===== config.mk =====
export PLATFORM = sky130hd
export DESIGN_NAME = mem_req_issuer_flat
export DESIGN_NICKNAME = d
export VERILOG_FILES = /design/src/rtl/dram_pkg.sv /design/src/rtl/mem_req_issuer_if.sv /design/src/rtl/req_fifo.sv /design/src/rtl/mem_req_issuer.sv /design/src/flat_wrapper.sv
export SDC_FILE = /design/constraint.sdc
export NUM_CORES = 1
export LEC_CHECK = 0
export ABC_AREA = 0
export CAP_MARGIN = 30
export CORE_MARGIN = 2
export CORE_UTILIZATION = 49
export DETAILED_ROUTE_END_ITERATION = 12
export GPL_ROUTABILITY_DRIVEN = 0
export HOLD_SLACK_MARGIN = 0.03
export PLACE_DENSITY = 0.79
export SETUP_SLACK_MARGIN = 0.4
export SYNTH_ARGS = -nofsm -noshare
export SYNTH_HDL_FRONTEND = slang
export SYNTH_HIERARCHICAL = 1
export SYNTH_SLANG_ARGS = --single-unit

===== constraint.sdc =====
create_clock -name CLK -period 5.9 [get_ports CLK]
set_input_delay 0.59 -clock CLK [delete_from_list [all_inputs] [get_ports CLK]]
set_output_delay 0.59 -clock CLK [all_outputs]
set_load 0.03 [all_outputs]

===== src/rtl/dram_pkg.sv =====
// Shared types for the memory request issuer: data word, queue entry, FSM states.
package dram_pkg;

  localparam int unsigned WORD_W = 32;
  localparam int unsigned ADDR_W = 32;

  typedef logic [WORD_W-1:0] word_t;
  typedef logic [ADDR_W-1:0] addr_t;

  // Legacy-compatible state encodings, reused as the enum values.
  localparam logic [1:0] ST_IDLE  = 2'd0;
  localparam logic [1:0] ST_ISSUE = 2'd1;
  localparam logic [1:0] ST_RESP  = 2'd2;

  typedef enum logic [1:0] {
    IDLE  = ST_IDLE,
    ISSUE = ST_ISSUE,
    RESP  = ST_RESP
  } issuer_state_t;

  // One queued front-end request.
  typedef struct packed {
    logic  wen;
    addr_t addr;
    word_t wdata;
  } req_entry_t;

  localparam int unsigned ENTRY_W = $bits(req_entry_t);

endpackage


===== src/rtl/mem_req_issuer_if.sv =====
// Front-end request, read-response and DRAM controller signals of the issuer.
interface mem_req_issuer_if;
  import dram_pkg::*;

  logic  req_valid;
  logic  req_ready;
  logic  req_wen;
  addr_t req_addr;
  word_t req_wdata;

  logic  rsp_valid;
  logic  rsp_ready;
  word_t rsp_rdata;

  logic  dREN;
  logic  dWEN;
  addr_t ram_addr;
  word_t ramstore;
  word_t ramload;
  logic  ram_wait;

  // Environment side: front-end requester, response consumer and DRAM controller.
  modport master (
    output req_valid, req_wen, req_addr, req_wdata, rsp_ready, ramload, ram_wait,
    input  req_ready, rsp_valid, rsp_rdata, dREN, dWEN, ram_addr, ramstore
  );

  // Issuer side.
  modport slave (
    input  req_valid, req_wen, req_addr, req_wdata, rsp_ready, ramload, ram_wait,
    output req_ready, rsp_valid, rsp_rdata, dREN, dWEN, ram_addr, ramstore
  );
endinterface


===== src/rtl/req_fifo.sv =====
// Request queue with registered full/empty flags and a combinational head.
module req_fifo #(
  parameter int unsigned DEPTH = 4,
  parameter int unsigned WIDTH = 65
) (
  input  logic             CLK,
  input  logic             RST,
  input  logic             push,
  input  logic             pop,
  input  logic [WIDTH-1:0] din,
  output logic [WIDTH-1:0] head_c,
  output logic             full,
  output logic             empty
);

  localparam int unsigned AW = $clog2(DEPTH);
  localparam int unsigned PW = AW + 1;

  logic [WIDTH-1:0] mem [DEPTH];
  logic [PW-1:0]    wr_ptr, rd_ptr, wr_nxt, rd_nxt;
  logic             do_push, do_pop, full_nxt, empty_nxt;

  // A push while full is refused even when a pop frees a slot that cycle.
  assign do_push = push && !full;
  assign do_pop  = pop && !empty;

  // Pointer advance wraps modulo 2*DEPTH; flags come from the next pointers.
  always_comb begin
    wr_nxt    = wr_ptr + PW'(do_push);
    rd_nxt    = rd_ptr + PW'(do_pop);
    empty_nxt = (wr_nxt == rd_nxt);
    full_nxt  = (wr_nxt[AW] != rd_nxt[AW]) && (wr_nxt[AW-1:0] == rd_nxt[AW-1:0]);
  end

  // Pointer and flag registers.
  always_ff @(posedge CLK) begin
    if (RST) begin
      wr_ptr <= '0;
      rd_ptr <= '0;
      full   <= 1'b0;
      empty  <= 1'b1;
    end else begin
      wr_ptr <= wr_nxt;
      rd_ptr <= rd_nxt;
      full   <= full_nxt;
      empty  <= empty_nxt;
    end
  end

  // Storage array; contents are don't-care while the queue is empty.
  always_ff @(posedge CLK) begin
    if (do_push) mem[wr_ptr[AW-1:0]] <= din;
  end

  assign head_c = mem[rd_ptr[AW-1:0]];

endmodule


===== src/rtl/mem_req_issuer.sv =====
// Queues front-end memory requests and issues them one at a time to a DRAM controller.
module mem_req_issuer
  import dram_pkg::*;
#(
  parameter int unsigned DEPTH = 4,
  parameter int unsigned LAT_W = 16
) (
  input  logic              CLK,
  input  logic              RST,
  mem_req_issuer_if.slave   bus,
  output logic [LAT_W-1:0]  last_lat
);

  issuer_state_t state, state_nxt;

  logic [ENTRY_W-1:0] head_c;
  req_entry_t         head, req_in;
  logic               fifo_full, fifo_empty, push, pop_c;

  logic               dren_q, dwen_q, rsp_valid_q;
  addr_t              ram_addr_q;
  word_t              ramstore_q, rsp_rdata_q;
  logic [LAT_W-1:0]   lat_cnt, last_lat_q;

  logic               dren_nxt, dwen_nxt, rsp_valid_nxt;
  addr_t              addr_nxt;
  word_t              store_nxt, rdata_nxt;
  logic [LAT_W-1:0]   lat_nxt, last_nxt, lat_inc;

  assign req_in = '{wen: bus.req_wen, addr: bus.req_addr, wdata: bus.req_wdata};
  assign push   = bus.req_valid && bus.req_ready;
  assign head   = head_c;

  req_fifo #(
    .DEPTH (DEPTH),
    .WIDTH (ENTRY_W)
  ) u_fifo (
    .CLK    (CLK),
    .RST    (RST),
    .push   (push),
    .pop    (pop_c),
    .din    (req_in),
    .head_c (head_c),
    .full   (fifo_full),
    .empty  (fifo_empty)
  );

  // Latency count for the current ISSUE cycle, saturating at all-ones.
  assign lat_inc = (lat_cnt == '1) ? lat_cnt : lat_cnt + LAT_W'(1);

  // Next-state and next-output logic.
  always_comb begin
    state_nxt     = state;
    pop_c         = 1'b0;
    dren_nxt      = 1'b0;
    dwen_nxt      = 1'b0;
    addr_nxt      = ram_addr_q;
    store_nxt     = ramstore_q;
    rsp_valid_nxt = 1'b0;
    rdata_nxt     = rsp_rdata_q;
    lat_nxt       = lat_cnt;
    last_nxt      = last_lat_q;
    case (state)
      IDLE: begin
        if (!fifo_empty) begin
          state_nxt = ISSUE;
          dren_nxt  = !head.wen;
          dwen_nxt  = head.wen;
          addr_nxt  = head.addr;
          store_nxt = head.wdata;
          lat_nxt   = '0;
        end
      end
      ISSUE: begin
        lat_nxt = lat_inc;
        if (!bus.ram_wait) begin
          pop_c    = 1'b1;
          last_nxt = lat_inc;
          if (head.wen) begin
            state_nxt = IDLE;
          end else begin
            state_nxt     = RESP;
            rsp_valid_nxt = 1'b1;
            rdata_nxt     = bus.ramload;
          end
        end else begin
          dren_nxt = dren_q;
          dwen_nxt = dwen_q;
        end
      end
      RESP: begin
        if (bus.rsp_ready) begin
          state_nxt = IDLE;
        end else begin
          rsp_valid_nxt = 1'b1;
        end
      end
      default: state_nxt = IDLE;
    endcase
  end

  // State and registered outputs.
  always_ff @(posedge CLK) begin
    if (RST) begin
      state       <= IDLE;
      dren_q      <= 1'b0;
      dwen_q      <= 1'b0;
      ram_addr_q  <= '0;
      ramstore_q  <= '0;
      rsp_valid_q <= 1'b0;
      rsp_rdata_q <= '0;
      lat_cnt     <= '0;
      last_lat_q  <= '0;
    end else begin
      state       <= state_nxt;
      dren_q      <= dren_nxt;
      dwen_q      <= dwen_nxt;
      ram_addr_q  <= addr_nxt;
      ramstore_q  <= store_nxt;
      rsp_valid_q <= rsp_valid_nxt;
      rsp_rdata_q <= rdata_nxt;
      lat_cnt     <= lat_nxt;
      last_lat_q  <= last_nxt;
    end
  end

  assign bus.req_ready = !fifo_full;
  assign bus.dREN      = dren_q;
  assign bus.dWEN      = dwen_q;
  assign bus.ram_addr  = ram_addr_q;
  assign bus.ramstore  = ramstore_q;
  assign bus.rsp_valid = rsp_valid_q;
  assign bus.rsp_rdata = rsp_rdata_q;
  assign last_lat      = last_lat_q;

endmodule

===== src/flat_wrapper.sv =====
// flat-port wrapper written by rule: the top's interface ports become plain ports
module mem_req_issuer_flat import dram_pkg::*;
#(
  parameter int unsigned DEPTH = 4,
  parameter int unsigned LAT_W = 16
)
  (CLK, RST, last_lat, bus_req_valid, bus_req_wen, bus_req_addr, bus_req_wdata, bus_rsp_ready, bus_ramload, bus_ram_wait, bus_req_ready, bus_rsp_valid, bus_rsp_rdata, bus_dREN, bus_dWEN, bus_ram_addr, bus_ramstore);
  mem_req_issuer_if bus_i ();
  input  logic CLK;
  input  logic RST;
  output logic [LAT_W-1:0] last_lat;
  input wire logic [$bits(bus_i.req_valid)-1:0] bus_req_valid;
  input wire logic [$bits(bus_i.req_wen)-1:0] bus_req_wen;
  input wire logic [$bits(bus_i.req_addr)-1:0] bus_req_addr;
  input wire logic [$bits(bus_i.req_wdata)-1:0] bus_req_wdata;
  input wire logic [$bits(bus_i.rsp_ready)-1:0] bus_rsp_ready;
  input wire logic [$bits(bus_i.ramload)-1:0] bus_ramload;
  input wire logic [$bits(bus_i.ram_wait)-1:0] bus_ram_wait;
  output wire logic [$bits(bus_i.req_ready)-1:0] bus_req_ready;
  output wire logic [$bits(bus_i.rsp_valid)-1:0] bus_rsp_valid;
  output wire logic [$bits(bus_i.rsp_rdata)-1:0] bus_rsp_rdata;
  output wire logic [$bits(bus_i.dREN)-1:0] bus_dREN;
  output wire logic [$bits(bus_i.dWEN)-1:0] bus_dWEN;
  output wire logic [$bits(bus_i.ram_addr)-1:0] bus_ram_addr;
  output wire logic [$bits(bus_i.ramstore)-1:0] bus_ramstore;
  assign bus_i.req_valid = bus_req_valid;
  assign bus_i.req_wen = bus_req_wen;
  assign bus_i.req_addr = bus_req_addr;
  assign bus_i.req_wdata = bus_req_wdata;
  assign bus_i.rsp_ready = bus_rsp_ready;
  assign bus_i.ramload = bus_ramload;
  assign bus_i.ram_wait = bus_ram_wait;
  assign bus_req_ready = bus_i.req_ready;
  assign bus_rsp_valid = bus_i.rsp_valid;
  assign bus_rsp_rdata = bus_i.rsp_rdata;
  assign bus_dREN = bus_i.dREN;
  assign bus_dWEN = bus_i.dWEN;
  assign bus_ram_addr = bus_i.ram_addr;
  assign bus_ramstore = bus_i.ramstore;
  mem_req_issuer #(.DEPTH(DEPTH), .LAT_W(LAT_W)) u_core (.CLK(CLK), .RST(RST), .bus(bus_i), .last_lat(last_lat));
endmodule

==> results of run 1 <==
[worst paths after layout]
check                     startpoint                       to  slack [ns]
min          u_core/bus.ramstore[17]  u_core/bus.ramstore[17]        0.45
min reg2reg  u_core/bus.ramstore[17]  u_core/bus.ramstore[17]        0.45
max reg2reg          u_core/state[1]       u_core/u_fifo/full        2.97
max                  u_core/state[1]       u_core/u_fifo/full        2.97
[metal layers]
layer,part of all wire,routed length (µm),GRT usage,vias up
met5,0.0011,35,0,-
met4,0.014,459,0.0417,6
met3,0.086,2800,0.0515,49
met2,0.49,16100,0.336,369
met1,0.40,13200,0.266,4597
li1,-,-,-,4292
[worst max-delay path: cells and delay by family, from the launching register on]
family / cells / cell delay (ns)
xor+xnor: 2 / 0.36
fa+ha+maj: 3 / 0.68
buf+inv: 2 / 0.55
flops: 1 / 0.35
simple gates: 3 / 0.91
[cells in the mapped netlist, types with 4 or more instances]
master / instances / share of area
edfxtp_1: 260 / 0.52
nand2_1: 208 / 0.052
dfxtp_1: 141 / 0.19
a21oi_1: 112 / 0.037
mux4_2: 65 / 0.097
clkbuf_1: 44 / 0.011
o21ai_0: 31 / 0.010
nor2_1: 18 / 0.0045
inv_1: 14 / 0.0035
a31oi_1: 10 / 0.0042
ha_1: 9 / 0.0075
nor2b_1: 9 / 0.0037
buf_2: 8 / 0.0027
xnor2_1: 8 / 0.0047
nand3_1: 6 / 0.0020
nand4_1: 6 / 0.0025
buf_12: 5 / 0.0066
buf_4: 5 / 0.0025
nor3_1: 5 / 0.0017
nor4_1: 5 / 0.0021
a311oi_1: 4 / 0.0023
and4_1: 4 / 0.0023
or3_1: 4 / 0.0017
[layout make-up]
type / count / area (µm²) / share of cell area
flip-flops and latches: 401 / 10600 / 0.562
multi-input cells: 557 / 4050 / 0.214
repair buffers: 230 / 2360 / 0.125
clock buffers: 63 / 1190 / 0.0629
well taps: 396 / 495 / 0.0262
clock inverters: 15 / 151 / 0.00799
inverters: 14 / 52.6 / 0.00277
diodes: 1 / 2.50 / 0.000132
[sequential cells by signal, indices dropped and copies added (netlist names)]
name,flops
u_core/bus.rsp_valid,1
u_core/u_fifo/empty,1
u_core/bus.rsp_rdata,32
u_core/u_fifo/rd_ptr,3
u_core/u_fifo/wr_ptr,3
u_core/lat_cnt,16
u_core/state,2
u_core/u_fifo/mem,260
u_core/bus.ramstore,32
u_core/u_fifo/full,1
u_core/last_lat,16
u_core/bus.ram_addr,32
u_core/bus.dREN,1
u_core/bus.dWEN,1
[power by group]
group          leakage (µW)  switching (µW)  internal, µW
logic               0.00198             741           491
registers           0.00354             119          3210
clock network      0.000652            1030          1490
[through the flow]
stage | setup slack (ns) | hold slack [ns] | instance area, µm² | utilization | instances
detailed placement | 2.51 | 0.445 | 17500 | 0.577 | 1596
finish | 2.97 | 0.452 | 18900 | 0.623 | 1677
global route | 2.69 | 0.475 | 18900 | 0.622 | 1676
floorplan | 1.70 | 0.480 | 15100 | - | 1037
global placement | 2.58 | 0.442 | 17500 | 0.574 | 1592
CTS | 2.97 | 0.455 | 18900 | 0.621 | 1674
[logic make-up (layout without fill, tap and decap cells)]
| kind of cell | after synthesis | count (layout) | share of synthesized area |
|---|---|---|---|
| other cells | 0 | 1 | 0 |
| flops | 401 | 401 | 0.706 |
| fa+ha+maj | 9 | 9 | 0.00748 |
| mux | 67 | 67 | 0.0986 |
| buf+inv | 79 | 322 | 0.0280 |
| compound gates | 191 | 191 | 0.0730 |
| simple gates | 280 | 280 | 0.0811 |
| xor+xnor | 10 | 10 | 0.00582 |
==> reports/metrics.cfg, run 1 <==
[outcome]
outcome=completed

[worst_setup_path]
worstPathRequired_ns=6.32
crit_path_frequent_cell=ha_1
critPathCaptureType=register
worst_path_max_delay_cell=inv_1
cp.arrival_ns=3.35
critical_path_class=register to register
max_stage_delay_ns=0.46
r2r_cells=10
crit_fanout=26
path_cells=inv_1 > ha_1 > nand2b_1 > inv_1 > nor2b_1 > ha_1 > ha_1 > xnor2_1 > xnor2_1 > nor4_1
start_kind=register

[route]
via_count=9313
wl_um=32500
first_iter_violations=863
postRouteAntennaNets=0
firstDrtPassIters=6
routedWlPerCell_um=19.4
drc=0
via_per_inst=5.55

[finish]
fill_cells=2209
final_cell_mix=260 x edfxtp_1, 216 x clkdlybuf4s50_1, 208 x nand2_1, 139 x dfxtp_1, 112 x a21oi_1
fin_nets=1357
area_delta_synth_final_pct=25.8
layout_commonest_cell=edfxtp_1
drive_above_1_share=0.120

[grt]
grt_pass1_vias=9130
grt_pass1_wl_um=49800
grt_usage=0.201
grt_max_degree=70
overflow=0
antenna_found_initial=4

[timing]
fmax_ghz=0.341
period_share=0.497
drv_slew=0
fin_skew_ns=0.0272
rsz0062_at_grt=false
slew_headroom=0.439
final_hold_viol_count=0
fin_crit_ns=2.93
setup_viol=0
fin_setup_tns_ns=0
tightest_slew_ns=0.842

[clocking]
h-tree-depth=2
clk_pin_slew_ns=0.06
cts_setup_buffers=0
cts_tree=yes
cts-hold-fix-buffers=0
cts.sink_count=401
cts_resized=0
cts-root-buf=clkbuf_16
clk_latency_ns=0.54
cts_buffers=42
clockBufferDepth=3

[logic_synthesis]
synth_edf_count=260
yosys_warnings=6
synth_flop_cell=edfxtp_1
netlist_area_mm2=0.0151
synth_cells=1037
syn-mean-instance-area_um2=14.5
ys_types=57
synthesis.nets=1148
synthArstFlopShare=0
ys_ff_latch=401
synth-seq-area-share=0.706

[floorplan]
std_cell_rows=64
die_area_mm2=0.0321
start_util=0.495
fp.coreArea_mm2=0.0304
die_h_um=179
fp.dieW_um=179
io_pins=218

[power_and_ir_drop]
p_leak_uw=0.00617
power_uw=7090
power_density_mw_per_mm2=374
irDropWorstVdd_mv=0.333

[place]
dpl.hpwl_um=19700
port_buffers=217

[worst_hold_path]
min_path_cells=2
worst_hold_path_type=register to register

[flow_run]
drv_cap=0

(Power assumes the default switching activity.)
==> run 2: changes to the inputs <==
--- a/config.mk
+++ b/config.mk
@@ -8,11 +8,11 @@
 export ABC_AREA = 0
 export CAP_MARGIN = 30
 export CORE_MARGIN = 2
-export CORE_UTILIZATION = 49
+export CORE_UTILIZATION = 54
 export DETAILED_ROUTE_END_ITERATION = 12
 export GPL_ROUTABILITY_DRIVEN = 0
 export HOLD_SLACK_MARGIN = 0.03
-export PLACE_DENSITY = 0.79
+export PLACE_DENSITY = 0.82
 export SETUP_SLACK_MARGIN = 0.4
 export SYNTH_ARGS = -nofsm -noshare
 export SYNTH_HDL_FRONTEND = slang
==> constraint.sdc (replaced) <==
create_clock -name CLK -period 3 [get_ports CLK]
set_input_delay 0.3 -clock CLK [delete_from_list [all_inputs] [get_ports CLK]]
set_output_delay 0.3 -clock CLK [all_outputs]
set_load 0.03 [all_outputs]
==> run 2 against run 1 <==
- non-clock buffer count increased by 8
- maximum frequency increased by 26%
- count of clock-buffer cells in the layout decreased by 7
- routed wire length increased by 1.7%
- combinational power increased by 100%
- via count increased by 0.46%
- clock skew decreased by 0.013 ns
- critical path depth decreased by 5
- register-to-register slack got worse by 2.3 ns
- cell count decreased by 0.72%
- first-iteration DRC count decreased by 16%
- critical endpoint is now u_core/lat_cnt[5]
==> reports/metrics.cfg, run 2 (synthesis gave the netlist of run 1 again) <==
[floorplan]
std_cell_rows=61  ; was 64
die_area_mm2=0.0292  ; was 0.0321 mm²
die_h_um=171  ; was 179 µm
fp.coreArea_mm2=0.0276  ; was 0.0304 mm²
fp.dieW_um=171  ; was 179 µm
io_pins=218  ; unchanged
start_util=0.545  ; was 0.495

[worst_hold_path]
min_path_cells=2  ; unchanged
worst_hold_path_type=input pin to register  ; was register to register

[worst_setup_path]
path_cells=ha_1 > nand4_2 > nor4_4 > o21ai_0 > a311oi_1  ; was inv_1 > ha_1 > nand2b_1 > inv_1 > nor2b_1 > ha_1 > ha_1 > xnor2_1 > xnor2_1 > nor4_1
critPathCaptureType=register  ; unchanged
max_stage_delay_ns=0.56  ; was 0.46 ns
worstPathRequired_ns=3.42  ; was 6.32 ns
critical_path_class=register to register  ; unchanged
crit_fanout=11  ; was 26
start_kind=register  ; unchanged
r2r_cells=5  ; was 10
cp.arrival_ns=2.75  ; was 3.35 ns
worst_path_max_delay_cell=nor4_4  ; was inv_1

[place]
place_area_mm2=0.0176  ; was 0.0175 mm²
port_buffers=217  ; unchanged
dpl.hpwl_um=20200  ; was 19700 µm

[grt]
grt_pass1_vias=9300  ; was 9130
grt_usage=0.225  ; was 0.201
antenna_found_initial=3  ; was 4
grt_max_degree=66  ; was 70
grt_pass1_wl_um=50800  ; was 49800 µm
overflow=0  ; unchanged

[power_and_ir_drop]
p_leak_uw=0.00625  ; was 0.00617 µW
power_uw=14300  ; was 7090 µW
irDropWorstVdd_mv=0.553  ; was 0.333 mV
power_density_mw_per_mm2=751  ; was 374 mW/mm²

[route]
via_count=9356  ; was 9313
routedWlPerCell_um=19.9  ; was 19.4 µm
drc=0  ; unchanged
wl_um=33100  ; was 32500 µm
postRouteAntennaNets=0  ; unchanged
firstDrtPassIters=5  ; was 6
via_per_inst=5.62  ; was 5.55
first_iter_violations=722  ; was 863

[finish]
area_delta_synth_final_pct=26.7  ; was 25.8%
utilization=0.691  ; was 0.623
fin_nets=1364  ; was 1357
layout_commonest_cell=edfxtp_1  ; unchanged
drive_above_1_share=0.129  ; was 0.120
final_area_mm2=0.0191  ; was 0.0189 mm²
final_cell_mix=260 x edfxtp_1, 216 x clkdlybuf4s50_1, 208 x nand2_1, 138 x dfxtp_1, 112 x a21oi_1  ; was 260 x edfxtp_1, 216 x clkdlybuf4s50_1, 208 x nand2_1, 139 x dfxtp_1, 112 x a21oi_1
largest_reg_flops=260  ; unchanged

[timing]
drv_slew=0  ; unchanged
tightest_slew_ns=0.679  ; was 0.842 ns
fin_skew_ns=0.0141  ; was 0.0272 ns
period_share=0.774  ; was 0.497
setup_viol=0  ; unchanged
fmax_ghz=0.430  ; was 0.341 GHz
slew_headroom=0.545  ; was 0.439
final_hold_viol_count=0  ; unchanged
fin_setup_tns_ns=0  ; unchanged
fin_crit_ns=2.32  ; was 2.93 ns
rsz0062_at_grt=false  ; unchanged

[clocking]
cts_buffers=41  ; was 42
cts_resized=0  ; unchanged
cts.sink_count=401  ; unchanged
clk_pin_slew_ns=0.06  ; about the same
clockBufferDepth=3  ; unchanged
cts-root-buf=clkbuf_16  ; unchanged
cts_tree=yes  ; unchanged
clk_latency_ns=0.54  ; about the same
h-tree-depth=2  ; unchanged

[flow_run]
drv_cap=0  ; unchanged

[outcome]
outcome=completed  ; unchanged

## run 2: what timing repair did
action / CTS / global route
setup endpoints to repair: 0 / 1
setup buffers: 0 / 0
hold buffers: 0 / 0
hold endpoints to repair: 0 / 0
## run 2: metrics by stage
stage	setup slack [ns]	std cells	hold WS, ns
2_1_floorplan	0.276	1037	0.371
3_3_place_gp	0.750	1588	0.440
3_5_place_dp	0.606	1588	0.446
4_1_cts	0.616	1664	0.155
5_1_grt	0.525	1664	0.200
6_report	0.677	1665	0.180
## run 2: critical path, delay by kind of cell, from the launching register on
kind | cells | cell delay, ns
compound gates | 2 | 0.53
fa+ha+maj | 1 | 0.34
flops | 1 | 0.46
simple gates | 2 | 0.88
## run 2: final cells by class
type	count	area, µm²
clock inverters	20	255
clock buffers	56	1180
diodes	1	2.50
fillers	1870	8550
well taps	378	473
repair buffers	238	2430
inverters	14	52.6
flip-flops and latches	401	10600
multi-input cells	557	4050
## run 2: final timing paths
path	startpoint	endpoint	slack, ns
worst max-delay path	u_core/lat_cnt[0]	u_core/lat_cnt[5]	0.68
worst min-delay path	RST	u_core/u_fifo/rd_ptr[2]	0.18
worst max register to register	u_core/lat_cnt[0]	u_core/lat_cnt[5]	0.68
worst min register to register	u_core/last_lat[6]	u_core/last_lat[6]	0.45
## run 2: routing by layer
metal  wire length [µm]  GRT usage  vias to the layer above  part of all wire
met5                 26          0                        -           0.00079
met4                704     0.0656                        4             0.021
met3               2520     0.0548                       61             0.076
met2              16600      0.388                      382              0.50
met1              13200      0.285                     4594              0.40
li1                   -          -                     4315                 -
## run 2: power by group
group          switching (µW)  internal (µW)  leakage (µW)  total [µW]
Clock                    2080           3200      0.000696        5280
Sequential                216           6310       0.00354        6530
Combinational            1500           1010       0.00202        2510
Total                    3790          10500       0.00625       14300
